## src/rtl/sd_seq_pkg.sv

```systemverilog
// Shared definitions for the SD-SPI block-address sequencer: state codes,
// address width and the default watchdog limit.
package sd_seq_pkg;

  localparam int ADDR_W             = 32;
  localparam int DEF_TIMEOUT_CYCLES = 1000000;

  localparam logic [2:0] ST_IDLE = 3'd0;
  localparam logic [2:0] ST_LOAD = 3'd1;
  localparam logic [2:0] ST_REQ  = 3'd2;
  localparam logic [2:0] ST_NEXT = 3'd3;
  localparam logic [2:0] ST_CLR  = 3'd4;
  localparam logic [2:0] ST_DONE = 3'd5;

  typedef enum logic [2:0] {
    S_IDLE = ST_IDLE,
    S_LOAD = ST_LOAD,
    S_REQ  = ST_REQ,
    S_NEXT = ST_NEXT,
    S_CLR  = ST_CLR,
    S_DONE = ST_DONE
  } seq_state_t;

endpackage

```

## src/rtl/sd_seq_watchdog.sv

```systemverilog
// Request watchdog: counts enabled cycles since the last kick and flags the
// cycle on which the count reaches TIMEOUT_CYCLES.
module sd_seq_watchdog #(
  parameter int TIMEOUT_CYCLES = 1000000,
  parameter int TO_W           = 20
) (
  input  logic clk,
  input  logic rst_n,
  input  logic en,
  input  logic kick,
  output logic expired
);

  logic [TO_W-1:0] count_q;
  logic [TO_W-1:0] count_d;

  always_comb begin
    count_d = count_q;
    if (kick) begin
      count_d = '0;
    end else if (en) begin
      count_d = count_q + 1'b1;
    end
  end

  always_ff @(posedge clk or negedge rst_n) begin
    if (!rst_n) begin
      count_q <= '0;
    end else begin
      count_q <= count_d;
    end
  end

  // count_q holds the number of earlier waiting cycles, so the limit is hit
  // on the TIMEOUT_CYCLES-th consecutive waiting cycle.
  assign expired = en && !kick && (count_q == TO_W'(TIMEOUT_CYCLES - 1));

endmodule

```

## src/rtl/sd_blk_addr_seq.sv

```systemverilog
// Block-address sequencer: loads the external address counter, issues one block
// request per address and reports done/error. Watchdog enabled by SEQ_TIMEOUT_EN.
module sd_blk_addr_seq
  import sd_seq_pkg::*;
#(
  parameter int TIMEOUT_CYCLES = DEF_TIMEOUT_CYCLES,
  parameter int TO_W           = 20
) (
  input  logic              clk,
  input  logic              rst_n,
  input  logic              start,
  input  logic              abort,
  input  logic [ADDR_W-1:0] base_addr,
  input  logic [ADDR_W-1:0] num_blocks,
  input  logic [ADDR_W-1:0] cnt_q,
  output logic              cnt_cl,
  output logic              cnt_w,
  output logic              cnt_up,
  output logic [ADDR_W-1:0] cnt_d,
  output logic              blk_req,
  output logic [ADDR_W-1:0] blk_addr,
  input  logic              blk_ack,
  output logic              busy,
  output logic              done,
  output logic              error
);

  seq_state_t        state_q, state_d;
  logic [ADDR_W-1:0] remaining_q, remaining_d;
  logic [ADDR_W-1:0] load_val_q, load_val_d;
  logic [ADDR_W-1:0] addr_q, addr_d;
  logic              error_q, error_d;
  logic              wd_expired;

`ifdef SEQ_TIMEOUT_EN
  sd_seq_watchdog #(
    .TIMEOUT_CYCLES(TIMEOUT_CYCLES),
    .TO_W          (TO_W)
  ) u_watchdog (
    .clk    (clk),
    .rst_n  (rst_n),
    .en     (state_q == S_REQ),
    .kick   (blk_ack || (state_q != S_REQ)),
    .expired(wd_expired)
  );
`else
  logic [TO_W-1:0] unused_timeout;
  assign unused_timeout = TO_W'(TIMEOUT_CYCLES);
  assign wd_expired     = 1'b0;
`endif

  always_comb begin
    state_d     = state_q;
    remaining_d = remaining_q;
    load_val_d  = load_val_q;
    addr_d      = addr_q;
    error_d     = error_q;

    case (state_q)
      S_IDLE: begin
        if (start && !abort) begin
          error_d = 1'b0;
          if (num_blocks != '0) begin
            remaining_d = num_blocks;
            load_val_d  = base_addr;
            state_d     = S_LOAD;
          end else begin
            state_d = S_DONE;
          end
        end
      end
      S_LOAD: begin
        // Mirror the address the counter will present so blk_addr stays registered.
        addr_d  = load_val_q;
        state_d = S_REQ;
      end
      S_REQ: begin
        if (blk_ack) begin
          if (remaining_q == ADDR_W'(1)) begin
            state_d = S_DONE;
          end else if (cnt_q == '1) begin
            error_d = 1'b1;
            state_d = S_CLR;
          end else begin
            remaining_d = remaining_q - ADDR_W'(1);
            state_d     = S_NEXT;
          end
        end else if (wd_expired) begin
          error_d = 1'b1;
          state_d = S_CLR;
        end
      end
      S_NEXT: begin
        addr_d  = addr_q + ADDR_W'(1);
        state_d = S_REQ;
      end
      S_CLR:   state_d = S_DONE;
      S_DONE:  state_d = S_IDLE;
      default: state_d = S_IDLE;
    endcase

    // An abort cancels quietly: no error, but the counter is still cleared.
    if (abort && (state_q != S_IDLE) && (state_q != S_CLR)) begin
      state_d     = S_CLR;
      error_d     = error_q;
      remaining_d = remaining_q;
    end
  end

  always_ff @(posedge clk or negedge rst_n) begin
    if (!rst_n) begin
      state_q     <= S_IDLE;
      remaining_q <= '0;
      load_val_q  <= '0;
      addr_q      <= '0;
      error_q     <= 1'b0;
    end else begin
      state_q     <= state_d;
      remaining_q <= remaining_d;
      load_val_q  <= load_val_d;
      addr_q      <= addr_d;
      error_q     <= error_d;
    end
  end

  assign cnt_w    = (state_q == S_LOAD);
  assign cnt_up   = (state_q == S_NEXT);
  assign cnt_cl   = (state_q == S_CLR);
  assign blk_req  = (state_q == S_REQ);
  assign done     = (state_q == S_DONE);
  assign busy     = (state_q == S_LOAD) || (state_q == S_REQ) ||
                    (state_q == S_NEXT) || (state_q == S_CLR);
  assign cnt_d    = load_val_q;
  assign blk_addr = addr_q;
  assign error    = error_q;

endmodule
```

## config.mk

```make
export PLATFORM = sky130hd
export DESIGN_NAME = sd_blk_addr_seq
export DESIGN_NICKNAME = d
export VERILOG_FILES = /design/src/rtl/sd_seq_pkg.sv /design/src/rtl/sd_seq_watchdog.sv /design/src/rtl/sd_blk_addr_seq.sv
export SDC_FILE = /design/constraint.sdc
export NUM_CORES = 1
export LEC_CHECK = 0
export CORE_MARGIN = 2
export CORE_UTILIZATION = 48
export CTS_CLUSTER_DIAMETER = 50
export CTS_CLUSTER_SIZE = 8
export DETAILED_ROUTE_END_ITERATION = 8
export PLACE_DENSITY_LB_ADDON = 0.12
export RECOVER_POWER = 50
export SYNTH_ARGS = -nofsm -noshare
export SYNTH_HDL_FRONTEND = slang
export SYNTH_SLANG_ARGS = --single-unit
```

## constraint.sdc

```tcl
create_clock -name clk -period 2.9 [get_ports clk]
set_clock_uncertainty 0.1 [all_clocks]
set_input_delay 0.29 -clock clk [delete_from_list [all_inputs] [get_ports clk]]
set_output_delay 0.29 -clock clk [all_outputs]
set_load 0.005 [all_outputs]
```

; ---- After elaboration in Yosys (flattened, before gate mapping)
; Cells that the tools add are included.
[totals]
elab_cells = 60
out_inout_bits = 71
in_bits = 101
ff_bits = 100
[op_classes]
add_sub_neg = 2
muxes = 19
n_reduce_logical = 17
n_bitwise = 1
eq_ne = 16
[op_table]
columns = cell, n
row1 = 32-bit 2-to-1 mux, 5
row2 = 32-bit one-hot mux with 2 select lines, 2
row3 = "32-bit by 1-bit adder with 32-bit output, second input constant", 1
row4 = "32-bit by 1-bit == test with 1-bit output, second input constant", 1
row5 = "32-bit == test, second input constant", 1
row6 = 32-bit nonzero test, 1
row7 = "32-bit by 1-bit subtractor with 32-bit output, second input constant", 1
row8 = 3-bit 2-to-1 mux, 6
row9 = 3-bit one-hot mux with 4 select lines, 1
row10 = "2-bit != test, second input constant", 4
row11 = 7-bit AND reduction, 1
row12 = "3-bit by 2-bit == test with 1-bit output, second input constant", 2
row13 = "3-bit == test, second input constant", 2
row14 = "3-bit != test, second input constant", 2
row15 = 6-bit AND reduction, 1
row16 = 1-bit 2-to-1 mux, 4
row17 = "2-bit by 1-bit != test with 1-bit output, second input constant", 2
row18 = 2-bit nonzero test, 2
row19 = "3-bit by 1-bit == test with 1-bit output, second input constant", 1
row20 = 1-bit logical AND, 3
row21 = 3-bit logical NOT, 1
row22 = 1-bit logical OR, 3
row23 = "3-bit by 1-bit != test with 1-bit output, second input constant", 1
row24 = 3-bit AND reduction, 1
row25 = other kinds (6), 6

; ---- Longest topological paths before layout
; Gate-level depths: netlist of the first run.
[logic_depth]
word_depth = 6
mapped_depth = 9
depth_no_buf = 8

; ---- Worst setup path before layout of the first run
; No wires, ideal clock.
[synth_path]
path_type = register to register
startpoint = reg remaining_q[18]
endpoint = reg state_q[0]
setup_ns = 0.080
n_path_buf = 1
arrival_time_ns = 2.239
path_stages_with_launch = 8
slack_ns = 0.480
cell_sequence = dfrtp_1 -> or4_4 -> or3_1 -> buf_2 -> or4_1 -> and2_1 -> o21a_1 -> nor3_2
[synth_between]
elab_chain_len = 5
[synth_lines]
columns = element, line
row1 = "start, declared", sd_blk_addr_seq.sv:29  ; logic [ADDR_W-1:0] remaining_q, remaining_d;
row2 = "start signal, assigned", sd_blk_addr_seq.sv:119  ; remaining_q <= remaining_d;
row3 = 32-bit by 1-bit == test with 1-bit output, sd_blk_addr_seq.sv:79  ; if (remaining_q == ADDR_W'(1)) begin
row4 = 3-bit 2-to-1 mux, sd_blk_addr_seq.sv:79
row5 = 3-bit 2-to-1 mux, sd_blk_addr_seq.sv:78  ; if (blk_ack) begin
row6 = 3-bit one-hot mux with 4 select lines, sd_blk_addr_seq.sv:59  ; case (state_q)
row7 = 3-bit 2-to-1 mux, sd_blk_addr_seq.sv:103  ; if (abort && (state_q != S_IDLE) && (state_q != S_CLR)) begin
row8 = "end signal, assigned", sd_blk_addr_seq.sv:118  ; state_q <= state_d;
row9 = "end, declared", sd_blk_addr_seq.sv:28  ; seq_state_t state_q, state_d;
; No other way between the ends. The select of a mux whose other input is x is not followed.
; A chain may end at the register's enable or synchronous reset.

; ---- Worst setup path after layout of the first run
; Same ends and word-level chain as after synthesis.

==> results_dict.tcl, run 1 <==
set metrics [dict create \
    maxSlewHeadroom_pct 20.7 \
    cp-end-kind "flip-flop" \
    grt_pass1_vias 5833 \
    first_pass_iters 7 \
    ys_types 50 \
    clkTransAtPathRegs_ps 80 \
    synthTopCellsByArea "dfrtp_1 (44%), a21oi_1 (7.0%), mux2_2 (6.3%)" \
    path_buf_inv 0 \
    syn_area_per_cell_sq_um 8.68 \
    synth_edf_count 0 \
    vdd_drop_max_v 0.000421 \
    totalWireLength_um 17300 \
    synth_warnings 0 \
    power.density_mw_per_mm2 981 \
    cts_tree "done" \
    htreeDepth 3 \
    hold_viol 0 \
    fp-row-count 39 \
    fin_cells 979 \
    gp_congestion 0.925 \
    tns_ps 0 \
    hpwlAfterDp_um 12700 \
    cp_slowest_cell "or4_4" \
    whs_ps 410 \
    path_max_fanout 6 \
    placedCellCount 962 \
    syn_nets 761 \
    finalSetupViolations 0 \
    fmax_ghz 0.377 \
    core_sq_mm 0.0115 \
    drv_cap 0 \
    synth.largest_area_cell "dfrtp_1" \
    initial_core_util_pct 49.5 \
    min_period_over_period_pct 91.5 \
    clockBufferDepth 2 \
    violations "design-rule violations" \
    numCtsBuffers 9 \
    crit_family "simple AND/OR/NAND/NOR gates" \
    grt-ovfl-total 0 \
    worst-setup-path-type "flip-flop to flip-flop" \
    status "complete, but fails checks" \
    grtUsageTotal_pct 27.6 \
    path_cells "or4_4, or3_1, or4_1, and2_1, o21a_1, nor3_2" \
    grt_max_degree 89 \
    post_cts_buffers 0 \
    wl_per_cell_um 17.7 \
    cts_sinks 100 \
    nNetsFinal 935 \
    worstSetupStartpointType "flip-flop" \
    final_area_sq_mm 0.00807 \
    die_y_um 113 \
    drv_slew 0 \
    place_area_sq_mm 0.00771 \
    drc_errors 12 \
    die_area_sq_mm 0.0128 \
    ys_ff_latch 100 \
    max_stage_delay_ps 570 \
    drt-initial-drc-count 516 \
    tightest_slew_ps 1190 \
    grt_pass1_wl_um 28600 \
    yosysSeqAreaShare_pct 43.9 \
    antenna_found_initial 0 \
    p_leak_nw 3.14 \
    insertedDiodeCount 0 \
    synthTopCellsByCount "dfrtp_1 (100), a21oi_1 (80), o21ai_0 (64), nor2_1 (62), nand2_1 (49)" \
    ioPinCount 172 \
    async_reset_ff_share_pct 100 \
    synth_cells 657 \
    insertion_delay_ps 360 \
    hp-class "flip-flop to flip-flop" \
    root_buffer "clkbuf_16" \
    final_layout_size_suffix_gt1_share_pct 10.8 \
    via_per_inst 6.13 \
    area_delta_synth_final_pct 41.5 \
    yosysMostFrequentCell "dfrtp_1" \
    io_buffers 171 \
    synthFlopType "dfrtp_1" \
    synthesis.area_sq_mm 0.00570 \
    utilization_pct 70.0 \
    required_ps 3070 \
    final.min_clock_period_ps 2650 \
    die_w_um 113 \
    drtAntennaViolNets 0 \
    cts_resized 0 \
    grt_setup_unrepaired "no" \
    vias 5998 \
    crit_arrival_ps 2820 \
    netlist.area_leader.share_pct 43.9 \
]
==> power by group <==
part / switching (W) / leakage [nW] / internal (W)
Sequential: 0.000766 / 1.17 / 0.00210
Clock: 0.000577 / 0.169 / 0.000857
Combinational: 0.00163 / 1.81 / 0.00199
Total: 0.00297 / 3.14 / 0.00494
==> state kept, by name, summed over array words and instances (netlist names) <==
| signal | cells |
|---|---|
| error | 1 |
| cnt_d | 32 |
| blk_addr | 32 |
| state_q | 3 |
| remaining_q | 32 |
==> cell type report <==
cell class / count / area [sq um]
Fill cell: 919 / 3450
Sequential cell: 100 / 2500
Tap cell: 143 / 179
Timing Repair Buffer: 205 / 1990
Multi-Input combinational cell: 508 / 3010
Clock buffer: 9 / 225
Clock inverter: 7 / 131
Inverter: 7 / 26.3
==> worst min-delay path, stage by stage (launching register included) <==
cell and delay, ps:
dfrtp_1 350, o21ai_0 70, o21ai_0 60
==> repair_timing <==
action / in CTS / in global routing
hold buffers: 1 / 0
hold endpoints to repair: 45 / 0
endpoints found under the setup margin: 0 / 0
==> cells in the final DEF, fill, tap and decap left out, drive strengths merged, types with 22 or more instances in the layout <==
master,n
a21oi,80
buf,32
clkdlybuf4s50,135
dfrtp,100
dlygate4sd3,36
mux2,32
nand2,49
nand3,26
nand4,22
nor2,62
nor3,24
nor4,24
o21ai,66
==> through the flow <==
| step | worst slack (ps) | total power (W) |
|---|---|---|
| finish | 247 | 0.00791 |
| global route | 137 | 0.00845 |
| CTS | 260 | 0.00803 |
| detailed placement | 222 | 0.00657 |
| global placement | 177 | 0.00642 |
| floorplan | 480 | 0.00469 |
==> logic make-up after synthesis <==
kind of cell    after synthesis  share of synthesized area (%)
mux                          36                           7.02
buf+inv                      49                           3.34
compound gates              219                           22.8
xor+xnor                      1                          0.154
fa+ha+maj                     3                          0.658
simple gates                249                           22.2
flops                       100                           43.9
==> per-layer routing <==
layer | part of all wire (%) | track usage [%] | up-vias | wire (um)
met5 | 0 | 0 | - | 0
met3 | 7.3 | 6.00 | 30 | 1270
li1 | - | - | 2824 | -
met4 | 2.3 | 9.92 | 0 | 391
met1 | 41 | 35.6 | 2877 | 7080
met2 | 50 | 46.1 | 267 | 8580
==> worst paths after layout <==
check	start	endpoint	slack, ps	cells past startpoint
hold reg to reg	remaining_q[30]$_DFFE_PN0P_	remaining_q[30]$_DFFE_PN0P_	410	2
max in group asynchronous	rst_n	remaining_q[23]$_DFFE_PN0P_	640	3
setup / recovery	remaining_q[18]$_DFFE_PN0P_	state_q[0]$_DFFE_PN0P_	250	6
min in group asynchronous	rst_n	blk_addr[19]$_DFFE_PN0P_	610	2
hold / removal	remaining_q[30]$_DFFE_PN0P_	remaining_q[30]$_DFFE_PN0P_	410	2
setup reg to reg	remaining_q[18]$_DFFE_PN0P_	state_q[0]$_DFFE_PN0P_	250	6
Note: power is estimated with default switching activity, not from simulation.
==> inputs of run 2 (changes only) <==
- PLACE_DENSITY: unset -> 0.86
- PLACE_DENSITY_LB_ADDON: 0.12 -> unset
==> run 2 against run 1 <==
  * Largest power group unchanged
  * Critical path type unchanged
  * Maximum frequency grew 0.38%
  * The run still ends with design-rule violations left
  * Count of clock-buffer cells in the layout grew 3
  * Core utilization shrank 0.75 points
  * Worst hold slack gained 1.6 ps
  * Critical path depth is the same
  * Routed wire length grew 1.4%
  * Register-to-register slack is essentially flat
  * Non-clock buffer count grew 2
  * Final cell count grew 0.20%
  * Via count grew 2.4%
==> results_dict.tcl, run 2 (synthesis gave the netlist of run 1 again) <==
set metrics [dict create \
    path_cells "or4_4, or3_1, or4_1, and2_1, o21a_1, nor3_2" \
    grt-ovfl-total 0 \
    crit_arrival_ps 2810 \
    vdd_drop_max_v 0.000498 \
    violations "design-rule violations" \
    area_delta_synth_final_pct 40.0 \
    clockBufferDepth 2 \
    drv_cap 0 \
    tns_ps 0 \
    via_per_inst 6.26 \
    fp-row-count 39 \
    max_stage_delay_ps 560 \
    ioPinCount 172 \
    grt_setup_unrepaired "no" \
    grt_pass1_wl_um 28500 \
    root_buffer "clkbuf_16" \
    min_period_over_period_pct 91.1 \
    final_common_cell "clkdlybuf4s50_1" \
    drt-initial-drc-count 609 \
    grt_max_degree 91 \
    totalWireLength_um 17600 \
    tightest_slew_ps 1160 \
    path_max_fanout 6 \
    power.density_mw_per_mm2 961 \
    drtAntennaViolNets 0 \
    multi_input_area_sq_mm 0.00301 \
    register_area_sq_mm 0.00250 \
    p_leak_nw 3.11 \
    htreeDepth 3 \
    cts_tree "done" \
    grt_pass1_vias 5910 \
    core_sq_mm 0.0115 \
    place_area_sq_mm 0.00770 \
    numCtsBuffers 9 \
    status "complete, but fails checks" \
    insertion_delay_ps 350 \
    required_ps 3070 \
    hold_viol 0 \
    cts_sinks 100 \
    drc_errors 14 \
    initial_core_util_pct 49.5 \
    nNetsFinal 937 \
    finalSetupViolations 0 \
    vias 6143 \
    final_cell_mix "clkdlybuf4s50_1 (135), dfrtp_1 (99), a21oi_1 (80), o21ai_0 (64), nor2_1 (62)" \
    worstSetupStartpointType "flip-flop" \
    die_area_sq_mm 0.0128 \
    whs_ps 412 \
    first_pass_iters 8 \
    antenna_found_initial 0 \
    maxSlewHeadroom_pct 22.6 \
    nFillCells 921 \
    final.min_clock_period_ps 2640 \
    wl_per_cell_um 17.9 \
    io_buffers 171 \
    cp_slowest_cell "or4_4" \
    drv_slew 0 \
    die_w_um 113 \
    insertedDiodeCount 0 \
    hpwlAfterDp_um 13100 \
    hp-class "flip-flop to flip-flop" \
    die_y_um 113 \
    fmax_ghz 0.378 \
    clkTransAtPathRegs_ps 70 \
    final_area_sq_mm 0.00798 \
    cts_resized 0 \
    final_layout_size_suffix_gt1_share_pct 10.5 \
    gp_congestion 0.936 \
    grtUsageTotal_pct 27.5 \
    cp-end-kind "flip-flop" \
    worst-setup-path-type "flip-flop to flip-flop" \
]
-- run 2: cell count changes in the layout (fill, tap and decap cells not counted), sizes merged --
cell,change
clkinvlp,-1
clkbuf,+5
bufinv,-3
inv,+1
-- run 2: what timing repair did --
item,in CTS,in global routing
hold buffers,1,0
buffers inserted,0,0
endpoints found under the hold margin,42,0
-- run 2: worst paths after layout --
| check | from | endpoint | slack (ps) | depth (start not counted) |
|---|---|---|---|---|
| setup reg to reg | remaining_q[18]$_DFFE_PN0P_ | state_q[0]$_DFFE_PN0P_ | 260 | 6 |
| min in group asynchronous | rst_n | cnt_d[16]$_DFFE_PN0P_ | 600 | 2 |
| max in group asynchronous | rst_n | state_q[1]$_DFFE_PN0P_ | 650 | 3 |
| setup / recovery | remaining_q[18]$_DFFE_PN0P_ | state_q[0]$_DFFE_PN0P_ | 260 | 6 |
| hold reg to reg | error$_DFFE_PN0P_ | error$_DFFE_PN0P_ | 410 | 2 |
| hold / removal | error$_DFFE_PN0P_ | error$_DFFE_PN0P_ | 410 | 2 |
-- run 2: routing by layer --
| layer | track usage (%) | share of wire, % |
|---|---|---|
| met1 | 35.2 | 39 |
| met2 | 47.3 | 50 |
| met3 | 6.16 | 8.7 |
| met4 | 7.97 | 2.1 |
| met5 | 0 | 0 |
-- run 2: layout make-up --
cell class	count	area share (%)
inverters	7	0.329
clock buffers	12	3.09
flip-flops and latches	100	31.4
repair buffers	207	24.8
clock inverters	4	0.392
multi-input cells	508	37.7
well taps	143	2.24
-- run 2: where the power goes --
group	internal (W)	switching, W	total [W]
Sequential	0.00210	0.000785	0.00288
Combinational	0.00198	0.00165	0.00363
Clock	0.000615	0.000543	0.00116
-- run 2: metrics by stage --
stage               worst slack (ps)  power (W)  instances  util (%)
floorplan                        480    0.00469        657         -
global placement                 260    0.00639        964      66.9
detailed placement               289    0.00660        964      66.9
CTS                              292    0.00776        981      69.4
global route                     202    0.00817        981      69.3
finish                           257    0.00767        981      69.3
-- run 2: critical path, delay by kind of cell, from the launching register on --
| family | cells | cell delay (ps) |
|---|---|---|
| simple gates | 5 | 1850 |
| flops | 1 | 440 |
| compound gates | 1 | 180 |
